===== config.mk =====
export PLATFORM = sky130hd
export DESIGN_NAME = mux_nway_reg
export DESIGN_NICKNAME = d
export VERILOG_FILES = /design/src/rtl/mux_nway_reg_pkg.sv /design/src/rtl/mux_nway_reg_rr_grant.sv /design/src/rtl/mux_nway_reg.sv
export SDC_FILE = /design/constraint.sdc
export NUM_CORES = 1
export LEC_CHECK = 0
export CORE_AREA = 4 4 83 85
export DETAILED_ROUTE_END_ITERATION = 12
export DIE_AREA = 0 0 87 89
export PLACE_DENSITY_LB_ADDON = 0.15
export SYNTH_ARGS = -nofsm -noshare
export SYNTH_HDL_FRONTEND = slang
export SYNTH_HIERARCHICAL = 1
export SYNTH_SLANG_ARGS = --single-unit

===== constraint.sdc =====
create_clock -name Clk -period 4.3 [get_ports Clk]
set_input_delay 1.29 -clock Clk [delete_from_list [all_inputs] [get_ports Clk]]
set_output_delay 1.29 -clock Clk [all_outputs]
set_load 0.02 [all_outputs]

===== src/rtl/mux_nway_reg_pkg.sv =====
// rtl/mux_nway_reg_pkg.sv - shared mode encodings and index helper for the n-way registered mux
package mux_nway_reg_pkg;

    localparam int MUX_MODE_SEL = 0;
    localparam int MUX_MODE_RR  = 1;

    // Next round-robin start position: one past the winner, wrapping to 0.
    function automatic int wrap_inc(input int idx, input int n);
        return (idx >= n - 1) ? 0 : idx + 1;
    endfunction

endpackage


===== src/rtl/mux_nway_reg_rr_grant.sv =====
// rtl/mux_nway_reg_rr_grant.sv - combinational round-robin grant from a start pointer
module mux_nway_reg_rr_grant
    import mux_nway_reg_pkg::*;
#(
    parameter int NUM_IN = 4,
    parameter int SEL_W  = $clog2(NUM_IN)
) (
    input  logic [NUM_IN-1:0] valid,
    input  logic [SEL_W-1:0]  ptr,
    output logic [NUM_IN-1:0] grant,
    output logic [SEL_W-1:0]  idx
);

    // Rotating the doubled vector right by ptr puts channel ptr at bit 0,
    // so a plain lowest-set-bit scan gives the wrap-around priority order.
    logic [NUM_IN-1:0] scan;
    assign scan = NUM_IN'({valid, valid} >> ptr);

    // Find the first requester at or after ptr and map it back to a channel index.
    always_comb begin
        logic             found;
        logic [SEL_W:0]   pos;
        grant = '0;
        idx   = '0;
        found = 1'b0;
        pos   = '0;
        for (int k = 0; k < NUM_IN; k++) begin
            if (!found && scan[k]) begin
                found = 1'b1;
                pos   = {1'b0, ptr} + (SEL_W+1)'(k);
                if (pos >= (SEL_W+1)'(NUM_IN)) begin
                    pos = pos - (SEL_W+1)'(NUM_IN);
                end
                idx   = pos[SEL_W-1:0];
                grant = NUM_IN'(1) << pos[SEL_W-1:0];
            end
        end
    end

endmodule


===== src/rtl/mux_nway_reg.sv =====
// rtl/mux_nway_reg.sv - n-way valid/ready mux with explicit-select or round-robin grant and one output register
module mux_nway_reg
    import mux_nway_reg_pkg::*;
#(
    parameter int WIDTH  = 32,
    parameter int NUM_IN = 4,
    parameter int MODE   = MUX_MODE_SEL,
    parameter int SEL_W  = $clog2(NUM_IN)
) (
    input  logic                    Clk,
    input  logic                    Rst,
    input  logic [NUM_IN*WIDTH-1:0] InData,
    input  logic [NUM_IN-1:0]       InValid,
    output logic [NUM_IN-1:0]       InReady,
    input  logic [SEL_W-1:0]        Sel,
    output logic [WIDTH-1:0]        OutData,
    output logic                    OutValid,
    input  logic                    OutReady,
    output logic [SEL_W-1:0]        OutSrc
);

    logic              load_en;
    logic              xfer;
    logic [SEL_W-1:0]  ptr;
    logic [NUM_IN-1:0] sel_grant;
    logic [NUM_IN-1:0] rr_grant;
    logic [SEL_W-1:0]  rr_idx;
    logic [NUM_IN-1:0] grant;
    logic [SEL_W-1:0]  gidx;

    // The stage can take a word whenever it is empty or is being drained this cycle.
    assign load_en = !OutValid || OutReady;

    mux_nway_reg_rr_grant #(
        .NUM_IN (NUM_IN),
        .SEL_W  (SEL_W)
    ) u_rr_grant (
        .valid (InValid),
        .ptr   (ptr),
        .grant (rr_grant),
        .idx   (rr_idx)
    );

    // Explicit select: an out-of-range Sel matches no channel and grants nothing.
    always_comb begin
        sel_grant = '0;
        for (int i = 0; i < NUM_IN; i++) begin
            sel_grant[i] = (Sel == SEL_W'(i)) && InValid[i];
        end
    end

    // Pick the grant source for this build's mode.
    always_comb begin
        if (MODE == MUX_MODE_RR) begin
            grant = rr_grant;
            gidx  = rr_idx;
        end else begin
            grant = sel_grant;
            gidx  = Sel;
        end
    end

    // Ready is only offered when the stage can load and reset is not active.
    always_comb begin
        InReady = (load_en && !Rst) ? grant : '0;
    end

    assign xfer = |(InReady & InValid);

    // Output register and round-robin pointer; a new word replaces a consumed one without a bubble.
    always_ff @(posedge Clk) begin
        if (Rst) begin
            OutValid <= 1'b0;
            OutData  <= '0;
            OutSrc   <= '0;
            ptr      <= '0;
        end else if (xfer) begin
            OutValid <= 1'b1;
            OutData  <= InData[gidx*WIDTH +: WIDTH];
            OutSrc   <= gidx;
            if (MODE == MUX_MODE_RR) begin
                ptr <= SEL_W'(wrap_inc(int'(gidx), NUM_IN));
            end
        end else if (OutReady && OutValid) begin
            OutValid <= 1'b0;
        end
    end

endmodule


== Word-level counts from Yosys, hierarchy flattened ==
Cells that the tools add are included.
Storage, ports and cells
  register bits after elaboration: 35
  latch bits: 0
  RAM bits: 0
  ROM bits: 0
  input bits: 137
  output and inout port bits: 39
  logic and storage cells: 23
  memories: 0
Cells by class
  add/subtract/negate cells: 0
  multipliers: 0
  divide/modulo/power cells: 0
  order comparisons: 0
  eq/ne operators: 3
  shift-type cells: 1
  muxes and demuxes: 3
  bitwise logic cells: 1
  reductions and logical operators: 12
Operators with widths (count)
  128-bit by 8-bit indexed part select with 32-bit output: 1
  1-bit logical AND: 6
  4-bit bitwise AND: 1
  2-bit == test, second input constant: 2
  4-bit two-way mux: 1
  4-bit OR reduction: 1
  2-bit by 1-bit == test with 1-bit output, second input constant: 1
  1-bit zero test: 2
  2-bit zero test: 1
  1-bit two-way mux: 2
  2-bit nonzero test: 1
  1-bit logical OR: 1

== Logic depth before layout (Yosys ltp) ==
Gate-level depths: netlist of the first run.
  depth after elaboration: 7
  gate-level depth with buffers: 6
  gate-level depth less buffers: 4

== Worst setup path after synthesis of the first run ==
No wires, ideal clock.
  path kind: input to output
  start: input port Sel[0]
  end: output port InReady[0]
  data arrival time: 2.369 ns
  required time: 3.010 ns
  path slack: 0.641 ns
  cell stages on the path: 3
  path buffers: 2
  path through: buf_4 -> buf_4 -> nor4bb_1
On the way
  word-level cells in the longest chain between the ends: 3
RTL lines
  from (decl): line mux_nway_reg.sv:15  | input logic [SEL_W-1:0] Sel,
  2-bit zero test: line mux_nway_reg.sv:48  | sel_grant[i] = (Sel == SEL_W'(i)) && InValid[i];
  1-bit logical AND: line mux_nway_reg.sv:48
  4-bit two-way mux: line mux_nway_reg.sv:65  | InReady = (load_en && !Rst) ? grant : '0;
  to (decl): line mux_nway_reg.sv:14  | output logic [NUM_IN-1:0] InReady,
No other way between the ends.

== Final worst setup path of the first run ==
  start: input port OutReady
  end: output port InReady[0]
On the way
  word-level cells in the longest chain between the ends: 3
RTL lines
  from (decl): line mux_nway_reg.sv:18  | input logic OutReady,
  1-bit logical OR: line mux_nway_reg.sv:32  | assign load_en = !OutValid || OutReady;
  1-bit logical AND: line mux_nway_reg.sv:65
  4-bit two-way mux: line mux_nway_reg.sv:65
No other way between the ends.

==> run_results.csv, run 1 <==
group,metric,value,unit
cts,cts_buffers,5,
detailed_routing,ant_nets,0,
synthesis,syn_nets,350,
setup_path,path_common_cell,"clkdlybuf4s50_1",
cts,clkLatencyLatePin,0.29,ns
floorplan,ios,176,
timing,tightest_slew,0.740,ns
layout,layout.nets,515,
detailed_routing,wirelength,7400,µm
power,ir_drop,0.122,mV
layout,fin_area,4060,µm²
synthesis,yosysTopAreaCellShare,33.0,%
grt,grt_max_degree,36,
layout,layout-drive-gt1-share,13.7,%
setup_path,crit_type,"in -> out",
floorplan,die_height,89,µm
detailed_routing,vias,2384,
grt,grt_pass1_vias,2364,
floorplan,core_area,6200,µm²
timing,hold_viol_final,0,
detailed_routing,drt-pass1-iter-count,4,
timing,fin_crit,4.15,ns
timing,fmax,241,MHz
place,pre_cts_slack,0.0932,ns
layout,final_util,65.4,%
setup_path,crit_required,3.01,ns
grt,gr-total-overflow,0,
grt,grt_antenna_before_repair,0,
setup_path,arrival,2.86,ns
cts,root_buffer,"clkbuf_8",
setup_path,critPathBufInv,2,
synthesis,synth_top_area_cell,"mux4_2",
run_status,outcome,"complete, no violations",
synthesis,synthArstFlopShare,0,%
setup_path,max_stage_delay,0.65,ns
detailed_routing,vias_per_cell,5.23,
floorplan,die_w,87,µm
floorplan,dieArea,7740,µm²
synthesis,synth_cells,213,
detailed_routing,wl_per_cell,16.2,µm
place,portBuffers,175,
cts,clk_pin_slew,0.06,ns
synthesis,synth-seq-area-share,32.1,%
layout,num-fill-cells,515,
setup_path,startpoint_type,"input pin",
hold_path,hold_path_class,"reg -> reg",
cts,cts_tree,"done",
timing,fin_worst_skew,0.00836,ns
synthesis,ys.flop_type,"dfxtp_1",
cts,cts_buffer_depth,2,
place,hpwl,5820,µm
synthesis,synth_area_per_cell,10.3,µm²
synthesis,synth.top_cells.by_area,"mux4_2, dfxtp_1, a21oi_1",
setup_path,cp_cell_sequence,"clkdlybuf4s50_1 -> nor2b_1 -> nor2_1 -> nor4bb_1 -> clkdlybuf4s50_1",
grt,grt_usage,18.1,%
detailed_routing,drt_iter0_drc,101,
timing,setup_viol,0,
synthesis,ys_types,25,
floorplan,placementRows,29,
setup_path,cp_max_fo,3,
synthesis,ys_ff_latch,35,
layout,n_antenna_cell,0,
layout,area_delta_synth_final,86.0,%
cts,htreeDepth,2,
grt,grt_pass1_wl,11000,µm
timing,slew-limit-headroom,50.5,%
place,routabilityCongestion,0.671,
cts,postCtsHoldBufs,0,
timing,fin_ws,0.146,ns
synthesis,syn-cell-area,2180,µm²
power,power.density,245,nW/µm²
job,cap_viol_max_count,0,
cts,clock-sinks,35,
timing,rsz0062_at_grt,"no",
setup_path,cp_top_family,"buffers and inverters",
setup_path,cp-end-kind,"output port",
timing,period_share,96.6,%
detailed_routing,drc,0,
place,place_area,3960,µm²
power,p_leak,0.00143,µW
floorplan,start_util,35.2,%
synthesis,synth-edff-count,0,
synthesis,yosysWarnings,6,
setup_path,slowest_stage,"clkdlybuf4s50_1",
timing,drv_slew,0,
timing,finalSetupTns,0,ns
where the power goes:
part           internal [µW]  switching (µW)
sequential               352            12.8
combinational            229             141
clock                    146             113
layer usage:
metal	share of wire, %	track usage, %
met5	0	0
met2	54	34.0
met4	1.8	5.24
met3	10	6.64
met1	34	18.8
layout make-up:
class | count | area [µm²] | area share (%)
timing repair buffer | 184 | 1810 | 44.6
multi-input combinational | 151 | 1350 | 33.2
sequential | 35 | 701 | 17.3
clock buffer | 8 | 100 | 2.47
tap | 77 | 96.3 | 2.37
inverter | 1 | 3.75 | 0.0925
through the flow:
step	hold WS, ns	total power (µW)	instances
4_1_cts	0.464	1010	456
2_1_floorplan	0.543	542	213
3_5_place_dp	0.455	746	448
6_report	0.460	994	456
3_3_place_gp	0.449	741	448
5_1_grt	0.481	1040	456
timing repair:
action	CTS	global route
buffers inserted	0	0
resized for setup	0	1
setup endpoints to repair	0	1
logic make-up after synthesis:
| family | after synthesis | synth area share [%] |
|---|---|---|
| AO/OA/AOI/OAI | 69 | 15.8 |
| buffers and inverters | 27 | 6.47 |
| flip-flops | 35 | 32.1 |
| multiplexers | 34 | 34.0 |
| AND/OR/NAND/NOR | 48 | 11.6 |
flip-flops by register name, indices dropped and copies added, names as in the netlist:
signal,count
OutData,32
OutSrc,2
OutValid,1
worst reg2reg max path, cell delays in order (launching register included):
cell and delay (ns):
dfxtp_1 0.33, nor2b_1 0.18, nor3_4 0.63, buf_4 0.31, o21ai_0 0.10, a21oi_1 0.15
synthesized netlist by cell type (2+ instances only):
cell       n
o21ai_0   29
buf_2     13
nand3_1   34
a21oi_1   35
o21ai_1    5
nand2_1    3
dfxtp_1   35
nor2_1     3
clkbuf_1   7
mux4_2    32
buf_6      2
buf_4      2
cells in the final DEF (no fill, tap or decap):
master           instances
nor3_4                   1
dlymetal6s2s_1           1
nor2_1                   3
mux2_2                   1
nor3b_1                  1
dfxtp_1                 35
mux2i_1                  1
nand2_1                  3
o21ai_1                  5
inv_1                    1
and3_1                   1
nand2b_1                 1
or3_1                    1
clkbuf_8                 7
mux4_2                  32
nor2b_1                  1
nor4bb_1                 1
and4_1                   1
clkbuf_1                 1
nand3_1                 34
o21ai_0                 29
clkdlybuf4s50_1        172
buf_4                    9
buf_2                    2
a21oi_1                 35
path summary, 6_finish.rpt:
kind,start,to,slack [ns],depth (start not counted)
setup reg to reg,OutValid$_SDFFE_PP0P_,OutData[21]$_SDFFE_PP0P_,2.52,5
hold / removal,OutData[24]$_SDFFE_PP0P_,OutData[24]$_SDFFE_PP0P_,0.46,2
hold reg to reg,OutData[24]$_SDFFE_PP0P_,OutData[24]$_SDFFE_PP0P_,0.46,2
setup / recovery,OutReady,InReady[0],0.15,5
Power figures use the tool's default switching activity.
==> inputs of run 2 (changes only) <==
--- a/config.mk
+++ b/config.mk
@@ -9,6 +9,7 @@
 export DETAILED_ROUTE_END_ITERATION = 12
 export DIE_AREA = 0 0 87 89
 export PLACE_DENSITY_LB_ADDON = 0.15
+export SLEW_MARGIN = 10
 export SYNTH_ARGS = -nofsm -noshare
 export SYNTH_HDL_FRONTEND = slang
 export SYNTH_HIERARCHICAL = 1
==> constraint.sdc (replaced) <==
create_clock -name Clk -period 4.95 [get_ports Clk]
set_input_delay 1.485 -clock Clk [delete_from_list [all_inputs] [get_ports Clk]]
set_output_delay 1.485 -clock Clk [all_outputs]
set_load 0.02 [all_outputs]
==> run 2 against run 1 <==
Net effect: clock-buffer cell count down 2; via count is 0.84% higher; clock skew fell by 0.0025 ns; critical path depth rose by 1; core utilization fell by 0.85 points; non-clock buffer count decreased by 3; first-iteration DRC count fell by 4.0%; critical path type unchanged; largest power group unchanged.
==> run_results.csv, run 2 (synthesis results as in run 1) <==
group,metric,value,unit
grt,grt_max_degree,36,
timing,fmax,217,MHz
setup_path,crit_type,"in -> out",
cts,cts_buffer_depth,2,
power,power.density,206,nW/µm²
detailed_routing,vias,2404,
floorplan,core_area,6200,µm²
power,power,824,µW
detailed_routing,drt-pass1-iter-count,4,
floorplan,die_w,87,µm
floorplan,dieArea,7740,µm²
grt,grt_antenna_before_repair,0,
job,cap_viol_max_count,0,
layout,most-common-layout-cells,"clkdlybuf4s50_1, dfxtp_1, a21oi_1",
grt,grt_usage,18.7,%
floorplan,die_height,89,µm
setup_path,arrival,3.11,ns
setup_path,crit_required,3.46,ns
setup_path,startpoint_type,"input pin",
timing,drv_slew,0,
timing,slew-limit-headroom,26.4,%
cts,clkLatencyLatePin,0.28,ns
cts,clock-sinks,35,
setup_path,startpoint,"OutReady",
layout,layout-drive-gt1-share,12.6,%
run_status,outcome,"complete, no violations",
setup_path,slowest_stage,"clkdlybuf4s50_1",
cts,htreeDepth,2,
place,hpwl,5870,µm
layout,n_antenna_cell,0,
layout,area_delta_synth_final,83.6,%
layout,layout.nets,512,
grt,grt_pass1_wl,11300,µm
timing,setup_viol,0,
timing,fin_worst_skew,0.00590,ns
layout,largest_reg_flops,32,
layout,layout_commonest_cell,"clkdlybuf4s50_1",
floorplan,placementRows,29,
place,dp_cells,445,
timing,period_share,92.9,%
cts,cts_setup_buffers,0,
floorplan,ios,176,
detailed_routing,vias_per_cell,5.33,
cts,postCtsHoldBufs,0,
timing,rsz0062_at_grt,"no",
timing,fin_crit,4.60,ns
setup_path,max_stage_delay,0.63,ns
setup_path,cp-end-kind,"output port",
place,portBuffers,175,
floorplan,start_util,35.2,%
setup_path,cp_cell_sequence,"clkdlybuf4s50_1 -> nor2b_1 -> nor2_1 -> nand2_1 -> nor3b_1 -> clkdlybuf4s50_1",
place,place_area,3940,µm²
power,ir_drop,0.106,mV
timing,hold_viol_final,0,
setup_path,reg2reg_from,"OutValid$_SDFFE_PP0P_",
layout,final_util,64.6,%
layout,final_cells,451,
place,routabilityCongestion,0.692,
detailed_routing,drt_iter0_drc,97,
grt,gr-total-overflow,0,
cts,cts_resized,0,
cts,root_buffer,"clkbuf_8",
cts,cts_tree,"done",
cts,clk_pin_slew,0.06,ns
hold_path,min-delay-start,"OutData[0]$_SDFFE_PP0P_",
timing,finalSetupTns,0,ns
detailed_routing,drc,0,
grt,grt_pass1_vias,2438,
timing,tightest_slew,1.10,ns
power,p_leak,0.00138,µW
layout,max_flop_register,"OutData",
layout,fin_area,4010,µm²
detailed_routing,wirelength,7500,µm
layout,top_regs,"OutData: 32 flops, OutSrc: 2 flops, OutValid: 1 flops",
setup_path,cp_max_fo,3,
hold_path,hold_path_class,"reg -> reg",
detailed_routing,wl_per_cell,16.6,µm
detailed_routing,ant_nets,0,
setup_path,path_common_cell,"clkdlybuf4s50_1",
cts,cts_buffers,5,
==> run 2: cell types whose count changed in the layout (fill, tap and decap cells not counted), sizes merged <==
cell,before,now
clkdlybuf4s50,172,173
clkbuf,8,6
dlymetal6s2s,1,0
buf,11,8
==> run 2: critical path, delay by kind of cell <==
| family | cells | cell delay (ns) |
|---|---|---|
| simple gates | 4 | 0.53 |
| buf+inv | 2 | 1.10 |
==> run 2: layout make-up <==
type	count	area, µm²
multi-input combinational	151	1350
sequential	35	701
clock buffer	6	72.6
inverter	1	3.75
timing repair buffer	181	1790
fill	529	2200
tap	77	96.3
==> run 2: path summary, 6_finish.rpt <==
path / slack, ns / cells past startpoint / endpoint
max: 0.35 / 6 / InReady[2]
min: 0.46 / 2 / OutData[0]$_SDFFE_PP0P_
min reg2reg: 0.46 / 2 / OutData[0]$_SDFFE_PP0P_
max reg2reg: 3.06 / 4 / OutData[8]$_SDFFE_PP0P_
==> run 2: per-stage QoR <==
| stage | hold slack (ns) | worst slack, ns |
|---|---|---|
| floorplan | 0.543 | 0.901 |
| global placement | 0.450 | 0.364 |
| detailed placement | 0.455 | 0.349 |
| CTS | 0.464 | 0.341 |
| global route | 0.484 | 0.267 |
| finish | 0.460 | 0.352 |
==> run 2: power by group <==
| part | total [µW] | switching [µW] | internal (µW) | leakage (µW) |
|---|---|---|---|---|
| registers | 318 | 11.7 | 306 | 0.000288 |
| clock network | 186 | 92.2 | 93.7 | 0.0000371 |
| logic | 320 | 123 | 197 | 0.00106 |
==> run 2: routing by layer <==
metal | wire (µm) | vias up | track usage, %
met1 | 2670 | 1147 | 19.9
met2 | 4040 | 102 | 35.3
met3 | 691 | 10 | 5.62
met4 | 102 | 0 | 5.67
met5 | 0 | - | 0
li1 | - | 1145 | -
==> patch (settings of run 2) <==
Set the parameter `WIDTH` to 24 (it was 32).
--- a/src/rtl/mux_nway_reg.sv
+++ b/src/rtl/mux_nway_reg.sv
@@ -4,3 +4,3 @@
 #(
-    parameter int WIDTH  = 32,
+    parameter int WIDTH  = 24,
     parameter int NUM_IN = 4,
Ports: changed (resized InData and OutData); port bits go from 176 to 136. No check against the original RTL was run, so the function may have changed too.
==> patch against run 2 <==
  * Power decreased by 25%
  * Worst setup slack better by 0.0020 ns
  * Sequential cell count shrank 8
  * Via count down 22%
  * Final area fell by 23%
  * Count of clock-buffer cells in the layout shrank 2
  * Wire length is 15% lower
  * Synthesized area fell by 23%
==> patch: results (changes against run 2) <==
status=finished clean (unchanged); Plain + repair buffers=139 (was 181); met2 wire len=3230 um (was 4040 um); Largest regs=OutData: 24 flops, OutSrc: 2 flops, OutValid: 1 flops (was OutData: 32 flops, OutSrc: 2 flops, OutValid: 1 flops); Worst Tran Pin Value=1.11 ns (was 1.10 ns); Worst-path clk slew=0.10 ns (was 0.06 ns); Net Switching=177 uW (was 227 uW); grt met2 use=0.289 (was 0.353); Final clock-cell share=0.0145 (was 0.0181); post-DR vias/cell=5.09 (was 5.33); grt met3 use=0.0452 (was 0.0562); # clk buffers=4 (was 6); Placed Area=3060 sq um (was 3940 sq um); Logic pwr share=0.398 (was 0.389); routed wl met3=562 um (was 691 um); Clock Skew=0.00191 ns (was 0.00590 ns); number of I/O port buffers=135 (was 175); area of the multi-input gates=1040 sq um (was 1350 sq um); Layout Cells excl Fill=367 (was 451); power of the sequential group=245 uW (was 318 uW); routability cong.=0.747 (was 0.692); sequential cell count=27 (was 35); fraction of layout cells with a size suffix above 1=0.114 (was 0.126); initial DRC count=60 (was 97); most frequent cells after synthesis=27 x a21oi_1, 27 x dfxtp_1, 26 x nand3_1, 24 x mux4_2, 24 x o21ai_0 (was 35 x a21oi_1, 35 x dfxtp_1, 34 x nand3_1, 32 x mux4_2, 29 x o21ai_0)
[patch: changes by cell type in the layout (fill, tap and decap cells not counted), sizes merged]
cell	change
mux4	-8
nand3	-8
dfxtp	-8
a21oi	-8
clkdlybuf4s50	-39
buf	-3
o21ai	-8
clkbuf	-2
[patch: final timing paths]
kind	start	to	slack, ns	depth (start not counted)
min	OutData[22]	OutData[22]	0.47	2
max	OutReady	InReady[2]	0.35	6
min reg2reg	OutData[22]	OutData[22]	0.47	2
max reg2reg	OutValid	OutData[21]	3.11	4
[patch: logic make-up (layout without fill, tap and decap cells)]
| kind of cell | after synthesis | after routing | share of synthesized area |
|---|---|---|---|
| AO/OA/AOI/OAI | 53 | 53 | 0.158 |
| AND/OR/NAND/NOR | 40 | 40 | 0.127 |
| flip-flops | 27 | 27 | 0.321 |
| multiplexers | 26 | 26 | 0.334 |
| buffers and inverters | 20 | 144 | 0.0602 |
